--- src/rtl/snake_step_scheduler.sv ---
// rtl/snake_step_scheduler.sv - game sequencer: start pulse, paced step/ack, direction commit, score and level
module snake_step_scheduler #(
    parameter int TICK_BASE       = 12000000,
    parameter int TICK_DEC        = 1000000,
    parameter int MIN_PERIOD      = 2000000,
    parameter int FOODS_PER_LEVEL = 5,
    parameter int MAX_LEVEL       = 9,
    parameter int SCORE_W         = 10
) (
    input  logic               clk,
    input  logic               rst_n,
    input  logic               key_start,
    input  logic               key_pause,
    input  logic               dir_valid,
    input  logic [1:0]         dir_req,
    input  logic               step_ack,
    input  logic               step_ate,
    input  logic               snake_alive,
    output logic               start,
    output logic               step,
    output logic [1:0]         snake_dir,
    output logic               is_running,
    output logic               game_over,
    output logic [SCORE_W-1:0] score,
    output logic [3:0]         level
);

    localparam int CW = $clog2(TICK_BASE);
    localparam int FW = (FOODS_PER_LEVEL > 1) ? $clog2(FOODS_PER_LEVEL) : 1;

    typedef enum logic [2:0] {
        S_IDLE, S_START, S_RUN, S_WAIT_ACK, S_PAUSE, S_OVER
    } state_t;

    state_t             state_q, state_d;
    logic [CW-1:0]      cnt_q, cnt_d;
    logic               step_q, step_d;
    logic [1:0]         dir_q, dir_d;
    logic [1:0]         pend_q, pend_d;
    logic [SCORE_W-1:0] score_q, score_d;
    logic [3:0]         level_q, level_d;
    logic [FW-1:0]      food_q, food_d;
    logic               pp_q, pp_d;

    logic [31:0] dec_amt;
    logic [31:0] period;
    logic        terminal;

    // Subtraction is only taken when it stays above the floor, so it cannot wrap.
    always_comb begin
        dec_amt = 32'(level_q) * 32'(TICK_DEC);
        if (dec_amt + 32'(MIN_PERIOD) < 32'(TICK_BASE)) begin
            period = 32'(TICK_BASE) - dec_amt;
        end else begin
            period = 32'(MIN_PERIOD);
        end
        terminal = (32'(cnt_q) == period - 32'd1);
    end

    always_comb begin
        state_d = state_q;
        cnt_d   = cnt_q;
        step_d  = step_q;
        dir_d   = dir_q;
        pend_d  = pend_q;
        score_d = score_q;
        level_d = level_q;
        food_d  = food_q;
        pp_d    = pp_q;

        // Reversal is judged against the committed direction, not the pending one.
        if (dir_valid && state_q != S_IDLE && state_q != S_OVER && dir_req != (dir_q ^ 2'b10)) begin
            pend_d = dir_req;
        end

        case (state_q)
            S_IDLE: begin
                if (key_start) state_d = S_START;
            end
            S_START: begin
                score_d = '0;
                level_d = '0;
                food_d  = '0;
                cnt_d   = '0;
                dir_d   = 2'd0;
                pend_d  = 2'd0;
                pp_d    = 1'b0;
                step_d  = 1'b0;
                state_d = S_RUN;
            end
            S_RUN: begin
                if (!snake_alive) begin
                    state_d = S_OVER;
                end else if (key_pause) begin
                    state_d = S_PAUSE;
                    if (terminal) cnt_d = '0;
                end else if (terminal) begin
                    cnt_d   = '0;
                    dir_d   = pend_q;
                    step_d  = 1'b1;
                    state_d = S_WAIT_ACK;
                end else begin
                    cnt_d = cnt_q + 1'b1;
                end
            end
            S_WAIT_ACK: begin
                if (key_pause) pp_d = 1'b1;
                if (step_ack) begin
                    step_d = 1'b0;
                    cnt_d  = '0;
                    pp_d   = 1'b0;
                    if (step_ate) begin
                        if (score_q != '1) score_d = score_q + 1'b1;
                        if (food_q == FW'(FOODS_PER_LEVEL - 1)) begin
                            food_d = '0;
                            if (level_q < 4'(MAX_LEVEL)) level_d = level_q + 4'd1;
                        end else begin
                            food_d = food_q + 1'b1;
                        end
                    end
                    if (!snake_alive) begin
                        state_d = S_OVER;
                    end else if (pp_q || key_pause) begin
                        state_d = S_PAUSE;
                    end else begin
                        state_d = S_RUN;
                    end
                end
            end
            S_PAUSE: begin
                if (key_start) begin
                    state_d = S_START;
                end else if (key_pause) begin
                    state_d = S_RUN;
                end
            end
            S_OVER: begin
                if (key_start) state_d = S_START;
            end
            default: state_d = S_IDLE;
        endcase
    end

    always_ff @(posedge clk or negedge rst_n) begin
        if (!rst_n) begin
            state_q <= S_IDLE;
            cnt_q   <= '0;
            step_q  <= 1'b0;
            dir_q   <= 2'd0;
            pend_q  <= 2'd0;
            score_q <= '0;
            level_q <= '0;
            food_q  <= '0;
            pp_q    <= 1'b0;
        end else begin
            state_q <= state_d;
            cnt_q   <= cnt_d;
            step_q  <= step_d;
            dir_q   <= dir_d;
            pend_q  <= pend_d;
            score_q <= score_d;
            level_q <= level_d;
            food_q  <= food_d;
            pp_q    <= pp_d;
        end
    end

    assign start      = (state_q == S_START);
    assign step       = step_q;
    assign snake_dir  = dir_q;
    assign is_running = (state_q == S_RUN) || (state_q == S_WAIT_ACK);
    assign game_over  = (state_q == S_OVER);
    assign score      = score_q;
    assign level      = level_q;

endmodule

--- config.mk ---
export PLATFORM = sky130hd
export DESIGN_NAME = snake_step_scheduler
export DESIGN_NICKNAME = d
export VERILOG_FILES = /design/src/rtl/snake_step_scheduler.sv
export SDC_FILE = /design/constraint.sdc
export NUM_CORES = 1
export LEC_CHECK = 0
export CORE_ASPECT_RATIO = 1.4
export CORE_MARGIN = 10
export CORE_UTILIZATION = 55
export DETAILED_ROUTE_END_ITERATION = 16
export GPL_TIMING_DRIVEN = 0
export PLACE_DENSITY = 0.74
export SYNTH_ARGS = -nofsm -noshare
export SYNTH_HDL_FRONTEND = slang
export SYNTH_SLANG_ARGS = --single-unit
--- constraint.sdc ---
create_clock -name clk -period 16.35 [get_ports clk]
set_input_delay 4.905 -clock clk [delete_from_list [all_inputs] [get_ports clk]]
set_output_delay 4.905 -clock clk [all_outputs]
set_load 0.02 [all_outputs]
==> flow_summary.yaml, run 1 <==
synthesis:
  syn_area_mm2: 0.00537
  synthCells: 688
  dominant_combinational_cell_family_by_area_after_synthesis: "simple AND/OR/NAND/NOR gates"
  synth_edf_count: 0
  xor_xnor_share_of_the_synthesized_area_pct: 8.46
  post_synth_simple_gate_area_pct: 30.3
  distinct_cell_type_count_of_the_synthesized_netlist: 79
  async_reset_ff_share_pct: 100
  synthDominantCellAreaShare_pct: 23.3
  syn_nets: 730
  fraction_of_the_mapped_netlist_area_in_adder_cells_pct: 8.16
  ranking_of_synthesized_cells_by_instance_count: "87 x nand2_1, 50 x dfrtp_1, 45 x nor2_1"
  synth_area_per_cell_um2: 7.80
  post-synth-top-area-cell: "dfrtp_1"
  synth_top_flop_cell: "dfrtp_1"
  yosysWarnings: 0
  most_repeated_cell_in_the_gate_level_netlist_after_synthesis: "nand2_1"
  ys_seq_elements: 50
  synth-seq-area-share_pct: 23.3
  muxShareOfSynthArea_pct: 1.93
  synth.area.top_cells: "dfrtp_1 23%, ha_1 6.3%, nand2_1 6.1%"
  share_of_the_synthesized_area_in_compound_gates_ao_oa_aoi_oai_pct: 22.7
sta:
  setup_viol: 0
  period_share_pct: 49.9
  worst_slew_pin_slew_ns: 1.02
  final_period_minus_worst_setup_slack_ns: 8.15
  hold_viol: 0
  clock-skew-final_ns: 0.00565
  worst_max_slew_margin_expressed_relative_to_the_limit_pct: 31.4
  rsz0062_at_grt: "false"
  max_freq_mhz: 123
  hold_ws_ns: 0.487
  final_count_of_pins_violating_max_slew: 0
  tns_ns: 0
detailed_routing:
  detailedRoute.firstIterationViolations: 356
  remaining_drc_errors: 0
  vias_per_cell: 6.35
  drtPass1Iterations: 5
  route.final.wire_length_mm: 15.4
  antenna_left: 0
  vias: 5441
  routed_wire_length_per_instance_um: 18.0
clocking:
  cts_setup_buffers: 0
  cts_tree: "done"
  numCtsBuffers: 5
  cts_repair_resize_count: 0
  cts_max_path_buffers: 2
  cts-root-buf: "clkbuf_16"
  cts.hold.buffers_added: 0
  ctsHtreeMaxLevel: 2
  path_clk_slew_ns: 0.06
  cts.sinks: 50
  clk_lat_worst_skew_ns: 0.29
pwr:
  share_seq_of_total_power_pct: 22.5
  p_switching_uw: 308
  p_int_uw: 348
  power.share.combinational_pct: 59.2
  power.static_leakage_uw: 0.00255
  clkPwrFrac_pct: 18.3
  cellPowerDensity_mw_per_mm2: 109
  peak_supply_drop_v: 0.0000812
  total_power_uw: 656
  sw_frac_of_total_pct: 46.9
setup_path:
  worst_path_largest_cell_delay_ns: 0.64
  critical_path.slowest_cell: "nor4_1"
  regToRegSetupSlack_ns: 8.20
  start_kind: "register"
  criticalPathCategory: "register to register"
  end_kind: "register"
  reg2reg_from: "level[0]"
  worst_r2r_path_depth: 26
  worstPathArrival_ns: 8.32
  timing.rr.end: "snake_dir[0]"
  timing.critical_path.fanout_max: 10
  worstSetupStartpoint: "level[0]"
  cp-endpoint: "snake_dir[0]"
  worst_ep_required_time_ns: 16.52
global_route:
  via_count_of_the_first_global_routing_pass: 5326
  gr-total-overflow: 0
  global_route_wire_length_before_repair_mm: 25.4
  number_of_antenna_violations_at_the_first_check_in_global_routing: 0
  grt_start_max_net_pins: 34
  gr-usage-all-layers_pct: 22.1
die:
  num_io_pins: 30
  die-width_um: 103
  die_height_um: 137
  initial_utilization_pct: 56.4
  fp.coreArea_mm2: 0.00951
  die-area_mm2: 0.0142
  row_count: 42
place:
  globalplace.congestion: 0.929
  detailed_place_hpwl_mm: 11.8
  detailed_place.area_mm2: 0.00584
  io_buffers: 29
worst_hold_path:
  worst_hold_path_type: "register to register"
run:
  cap_violations: 0
finish:
  area_delta_synth_final_pct: 11.9
  num-nets-final: 767
  diodes: 0
  layout.cell_area.non_filler_mm2: 0.00601
  drive_gt1_share_pct: 5.10
run_status:
  outcome: "complete, no violations"
==> layer usage <==
layer / global-route usage (%) / vias to the layer above / part of all wire [%]
met5: 0 / - / 0
met4: 11.9 / 0 / 4.1
met3: 1.41 / 38 / 3.6
met2: 39.8 / 152 / 52
met1: 25.0 / 2633 / 40
li1: - / 2618 / -
==> power groups by stage <==
stage / logic (µW) / registers [µW] / clock network (µW)
floorplan: 279 / 150 / 0
global placement: 372 / 149 / 0
detailed placement: 381 / 150 / 0
CTS: 383 / 148 / 121
global route: 426 / 150 / 127
finish: 388 / 148 / 120
==> layout by cell type, fill, tap and decap left out, types with 27 or more instances in the layout <==
master	instances
and3_1	31
clkdlybuf4s50_1	28
dfrtp_1	50
ha_1	27
inv_1	32
nand2_1	87
nand3_1	29
nor2_1	45
o21ai_0	41
xnor2_1	28
==> cell type report <==
type / count / area (µm²)
multi-input combinational: 568 / 3840
fill: 851 / 3500
sequential: 50 / 1250
timing repair buffer: 30 / 305
tap: 132 / 165
buffer: 38 / 156
clock buffer: 6 / 139
inverter: 32 / 120
clock inverter: 1 / 30.0
==> sequential cells by signal (all words and copies together) (netlist names), 2 cells and up <==
register   flops
cnt_q         24
score         10
level          4
food_q         3
state_q        3
pend_q         2
snake_dir      2
==> through the flow <==
step	std cells	util (%)	setup WS, ns
final	857	63.2	8.20
after global routing	857	63.2	7.58
after detailed placement	850	61.4	8.29
after CTS	857	63.2	8.25
after floorplan	688	-	9.75
after global placement	849	61.2	8.35
==> cell families after synthesis <==
logic type	after synthesis
fa+ha+maj	32
buf+inv	70
simple gates	307
xor+xnor	47
compound gates	172
mux	10
flops	50
==> worst min path at each step <==
stage          startpoint   endpoint  slack (ns)  cells after the start
6_report        food_q[2]  food_q[2]        0.49                      1
5_1_grt         food_q[2]  food_q[2]        0.51                      1
4_1_cts         food_q[2]  food_q[2]        0.49                      1
3_5_place_dp    food_q[2]  food_q[2]        0.48                      1
3_3_place_gp    food_q[2]  food_q[2]        0.47                      1
2_1_floorplan   food_q[2]  food_q[2]        0.45                      1
==> critical path, delay by kind of cell, from the launching register on <==
family | cells | cell delay [ns]
simple gates | 7 | 1.89
fa+ha+maj | 3 | 1.14
flops | 1 | 0.56
xor+xnor | 1 | 0.20
compound gates | 10 | 2.80
buf+inv | 5 | 1.43
Note: power is estimated with default switching activity, not from simulation.
==> run 2: changes to the inputs <==
--- a/config.mk
+++ b/config.mk
@@ -10,7 +10,7 @@
 export CORE_UTILIZATION = 55
 export DETAILED_ROUTE_END_ITERATION = 16
 export GPL_TIMING_DRIVEN = 0
-export PLACE_DENSITY = 0.74
+export PLACE_DENSITY = 0.77
 export SYNTH_ARGS = -nofsm -noshare
 export SYNTH_HDL_FRONTEND = slang
 export SYNTH_SLANG_ARGS = --single-unit
==> constraint.sdc (replaced) <==
create_clock -name clk -period 6.8 [get_ports clk]
set_input_delay 2.04 -clock clk [delete_from_list [all_inputs] [get_ports clk]]
set_output_delay 2.04 -clock clk [all_outputs]
set_load 0.02 [all_outputs]
==> run 2 against run 1 <==
Effect of this change:
- hold slack better by 0.0055 ns
- register-to-register slack got worse by 8.1 ns
- sequential cell count did not move
- wire length up 5.8%
- final cell count grew 1.9%
- clock power grew 120%
- total power rose to 2.5 times the previous value
- sequential share of layout area decreased by 1.3 points
- critical path depth unchanged
- critical endpoint unchanged
==> flow_summary.yaml, run 2 (synthesis gave the netlist of run 1 again) <==
sta:
  clock-skew-final_ns: 0.00773
  period_share_pct: 98.9
  setup_viol: 0
  worst_max_slew_margin_expressed_relative_to_the_limit_pct: 33.0
  worst_slew_pin_slew_ns: 0.997
  final_period_minus_worst_setup_slack_ns: 6.72
  tns_ns: 0
  final_count_of_pins_violating_max_slew: 0
  hold_viol: 0
  max_freq_mhz: 149
global_route:
  gr-usage-all-layers_pct: 22.6
  gr-total-overflow: 0
  grt_start_max_net_pins: 29
  via_count_of_the_first_global_routing_pass: 5469
  number_of_antenna_violations_at_the_first_check_in_global_routing: 0
  global_route_wire_length_before_repair_mm: 26.0
die:
  fp.coreArea_mm2: 0.00951
  die-width_um: 103
  num_io_pins: 30
  initial_utilization_pct: 56.4
  die-area_mm2: 0.0142
  row_count: 42
  die_height_um: 137
finish:
  drive_gt1_share_pct: 12.8
  filler_cell_count: 770
  layout.cells.most_common_list: "85 x nand2_1, 46 x dfrtp_1, 42 x nor2_1, 41 x o21ai_0, 31 x inv_1"
  multiInputGateArea_mm2: 0.00413
  post-route-util_pct: 67.9
  top_register: "cnt_q"
  num-nets-final: 782
  flip_flop_and_latch_area_mm2: 0.00126
  area_delta_synth_final_pct: 20.3
  diodes: 0
  layout.cells.most_common: "nand2_1"
  max_ffs_per_register: 24
detailed_routing:
  vias_per_cell: 6.50
  detailedRoute.firstIterationViolations: 391
  route.final.wire_length_mm: 16.3
  antenna_left: 0
  drtPass1Iterations: 5
  remaining_drc_errors: 0
  vias: 5671
  routed_wire_length_per_instance_um: 18.7
setup_path:
  worst_ep_required_time_ns: 6.98
  path_buf_inv: 3
  worst_path_largest_cell_delay_ns: 0.59
  worstPathArrival_ns: 6.90
  criticalPathCategory: "register to register"
  critical_path.slowest_cell: "fa_1"
  timing.critical_path.fanout_max: 6
  top_family_by_delay_on_critical_path: "compound AO/OA/AOI/OAI gates"
  end_kind: "register"
  start_kind: "register"
clocking:
  ctsHtreeMaxLevel: 2
  cts_max_path_buffers: 2
  clk_lat_worst_skew_ns: 0.30
  path_clk_slew_ns: 0.07
  cts.sinks: 50
  numCtsBuffers: 5
  cts_tree: "done"
  cts-root-buf: "clkbuf_16"
run_status:
  outcome: "complete, no violations"
run:
  cap_violations: 0
place:
  detailed_place_hpwl_mm: 11.8
  globalplace.congestion: 0.934
  io_buffers: 29
pwr:
  cellPowerDensity_mw_per_mm2: 257
  peak_supply_drop_v: 0.000189
  power.static_leakage_uw: 0.00270
worst_hold_path:
  worst_hold_path_type: "register to register"
## run 2: cell count changes in the layout (fill, tap and decap cells not counted), sizes merged
cell and delta:
buf +16, clkinv +2, bufinv -1, clkbuf -1, clkinvlp +1, inv -1
## run 2: metrics by stage
step	setup WS [ns]	cell area, µm²	hold slack (ns)	instances	total power [µW]
floorplan	0.199	5370	0.451	688	1030
CTS	-0.00788	6160	0.495	863	1580
global route	-0.101	6460	0.510	873	1760
global placement	-0.989	5820	0.466	849	1250
detailed placement	-1.15	5840	0.485	850	1270
finish	0.0765	6460	0.492	873	1660
## run 2: final cells by class
cell class | count | share of cell area, %
plain buffers | 35 | 2.58
clock buffers | 6 | 2.15
clock inverters | 2 | 0.271
inverters | 32 | 1.92
multi-input cells | 568 | 64.0
flip-flops and latches | 50 | 19.5
well taps | 132 | 2.56
repair buffers | 48 | 7.02
## run 2: power breakdown
part,switching [µW],internal [µW],total [µW]
Sequential,25.1,329,354
Clock,118,148,266
Combinational,661,379,1040
## run 2: timing repair
item	in CTS	in global routing
endpoints found under the setup margin	28	28
gates resized for setup	29	38
buffers inserted	7	11
pin swaps	5	19
hold buffers	0	0
cloned	0	0
## run 2: layer usage
metal,part of all wire [%],up-vias,routed length (µm),global-route usage (%)
met2,52,209,8430,40.6
met1,39,2751,6350,25.0
li1,-,2650,-,-
met5,0,-,0,0
met3,4.0,61,657,1.92
met4,5.3,0,861,13.3
## run 2: worst paths after layout
check                      slack (ns)  cells after the start            to       from
min in group asynchronous        1.73                      1      score[6]      rst_n
max                              0.08                     26  snake_dir[0]   level[1]
min                              0.49                      1     food_q[2]  food_q[2]
max reg2reg                      0.08                     26  snake_dir[0]   level[1]
min reg2reg                      0.49                      1     food_q[2]  food_q[2]
max in group asynchronous        4.52                      2      cnt_q[8]      rst_n
==> run 3: changes to the inputs <==
--- a/config.mk
+++ b/config.mk
@@ -10,7 +10,7 @@
 export CORE_UTILIZATION = 55
 export DETAILED_ROUTE_END_ITERATION = 16
 export GPL_TIMING_DRIVEN = 0
-export PLACE_DENSITY = 0.77
+export PLACE_DENSITY = 0.76
 export SYNTH_ARGS = -nofsm -noshare
 export SYNTH_HDL_FRONTEND = slang
 export SYNTH_SLANG_ARGS = --single-unit
==> run 3 against run 2 <==
Effect of this change:
- combinational power barely moved
- setup slack gained 0.080 ns
- critical path depth up 1
- highest routed layer unchanged
==> flow_summary.yaml, run 3 (synthesis gave the netlist of run 1 again) <==
detailed_routing:
  route.final.wire_length_mm: 16.1
  remaining_drc_errors: 0
  vias_per_cell: 6.41
  drtPass1Iterations: 5
  antenna_left: 0
  vias: 5596
  routed_wire_length_per_instance_um: 18.5
  detailedRoute.firstIterationViolations: 465
clocking:
  path_clk_slew_ns: 0.07
  cts_tree: "done"
  numCtsBuffers: 5
  cts-root-buf: "clkbuf_16"
  cts.sinks: 50
  ctsHtreeMaxLevel: 2
  clk_lat_worst_skew_ns: 0.30
  cts_max_path_buffers: 2
  cts.hold.buffers_added: 0
finish:
  diodes: 0
  layout.cells.most_common: "nand2_1"
  top_register: "cnt_q"
  area_delta_synth_final_pct: 19.8
  layout.cells.most_common_list: "85 x nand2_1, 46 x dfrtp_1, 43 x nor2_1, 41 x o21ai_0, 31 x inv_1"
  num-nets-final: 782
  layout.cell_area.non_filler_mm2: 0.00643
  post-route-util_pct: 67.6
  max_ffs_per_register: 24
  flip_flop_and_latch_area_mm2: 0.00126
  multiInputGateArea_mm2: 0.00413
  filler_cell_count: 777
  drive_gt1_share_pct: 12.8
die:
  num_io_pins: 30
  initial_utilization_pct: 56.4
  fp.coreArea_mm2: 0.00951
  die-width_um: 103
  die_height_um: 137
  die-area_mm2: 0.0142
  row_count: 42
setup_path:
  timing.critical_path.fanout_max: 10
  path_buf_inv: 4
  critical_path.slowest_cell: "fa_1"
  reg2reg_from: "level[2]"
  timing.rr.end: "snake_dir[0]"
  worstPathArrival_ns: 6.81
  criticalPathCategory: "register to register"
  end_kind: "register"
  regToRegSetupSlack_ns: 0.16
  worst_ep_required_time_ns: 6.97
  top_family_by_delay_on_critical_path: "simple AND/OR/NAND/NOR gates"
  worst_r2r_path_depth: 27
  worst_path_largest_cell_delay_ns: 0.55
  start_kind: "register"
place:
  detailed_place_hpwl_mm: 11.9
  io_buffers: 29
  detailed_place.area_mm2: 0.00584
  globalplace.congestion: 0.949
pwr:
  cellPowerDensity_mw_per_mm2: 257
  power.static_leakage_uw: 0.00267
  peak_supply_drop_v: 0.000186
global_route:
  gr-total-overflow: 0
  grt_start_max_net_pins: 28
  via_count_of_the_first_global_routing_pass: 5554
  gr-usage-all-layers_pct: 23.0
  number_of_antenna_violations_at_the_first_check_in_global_routing: 0
  global_route_wire_length_before_repair_mm: 26.6
sta:
  max_freq_mhz: 151
  final_period_minus_worst_setup_slack_ns: 6.64
  rsz0062_at_grt: "true"
  worst_slew_pin_slew_ns: 1.04
  period_share_pct: 97.7
  setup_viol: 0
  hold_viol: 0
  worst_max_slew_margin_expressed_relative_to_the_limit_pct: 30.3
  final_count_of_pins_violating_max_slew: 0
  clock-skew-final_ns: 0.00641
run:
  cap_violations: 0
worst_hold_path:
  worstHoldStart: "food_q[2]"
  worst_hold_path_type: "register to register"
  worst_hold_path.endpoint: "food_q[2]"
  hold_depth: 1
run_status:
  outcome: "complete, no violations"
-- run 3: cell types whose count changed in the layout (fill, tap and decap cells not counted), sizes merged --
cell      delta
buf          -1
clkbuf       +1
clkinv       -2
clkinvlp     +1
inv          +1
-- run 3: final cells by class --
cell class / count / area share [%]
Multi-Input combinational cell: 568 / 64.2
Sequential cell: 50 / 19.6
Timing Repair Buffer: 47 / 6.73
Buffer: 36 / 2.57
Tap cell: 132 / 2.57
Clock buffer: 6 / 2.16
Inverter: 32 / 1.93
Clock inverter: 2 / 0.253
-- run 3: report_power, final --
group	switching, µW	total (µW)	internal [µW]
registers	27.1	356	329
logic	659	1030	375
clock network	116	264	148
total	802	1650	852
-- run 3: worst max-delay path by stage --
stage | depth (start not counted) | end | slack (ns) | start
after global placement | 26 | snake_dir[0] | -1.24 | level[0]
after global routing | 26 | snake_dir[0] | -0.07 | level[2]
final | 27 | snake_dir[0] | 0.16 | level[2]
after CTS | 26 | snake_dir[0] | 0.008 | level[2]
after detailed placement | 26 | snake_dir[0] | -1.41 | level[0]
after floorplan | 26 | snake_dir[0] | 0.20 | level[1]
-- run 3: per-stage QoR --
stage | worst slack, ns | hold WS, ns | power, µW | TNS [ns] | instances
floorplan | 0.199 | 0.451 | 1030 | 0 | 688
global route | -0.0735 | 0.486 | 1760 | -0.355 | 873
global placement | -1.24 | 0.466 | 1250 | -31.82 | 849
finish | 0.157 | 0.474 | 1650 | 0 | 873
detailed placement | -1.41 | 0.466 | 1280 | -36.59 | 850
CTS | 0.00804 | 0.476 | 1590 | 0 | 865
-- run 3: repair_timing --
action	in CTS	in global routing
pin swaps	6	19
endpoints found under the hold margin	0	0
setup endpoints to repair	28	28
setup buffers	9	8
gates resized for setup	35	29
-- run 3: per-layer routing --
layer	up-vias	part of all wire, %	track usage (%)
li1	2646	-	-
met1	2712	39	25.7
met2	184	52	41.3
met3	54	3.7	1.82
met4	0	5.3	12.9
met5	-	0	0
-- run 3: worst reg2reg max path, cell delays in order (launching register included) --
cell and delay, ns:
dfrtp_4 0.50, fa_1 0.55, inv_1 0.07, fa_1 0.50, inv_1 0.07, ha_4 0.19
a211oi_4 0.25, buf_4 0.18, nor4b_4 0.05, nor4_4 0.40, or4_4 0.21, a21oi_4 0.05
a31oi_4 0.19, buf_4 0.21, nand2_1 0.11, nor2_1 0.19, ha_4 0.21, and3_4 0.19
o32a_1 0.21, nand2_2 0.12, o31ai_4 0.30, nand2_1 0.11, o211a_1 0.21, o32a_1 0.32
nor4_4 0.27, o2111ai_4 0.25, o211ai_1 0.22, or3b_1 0.37
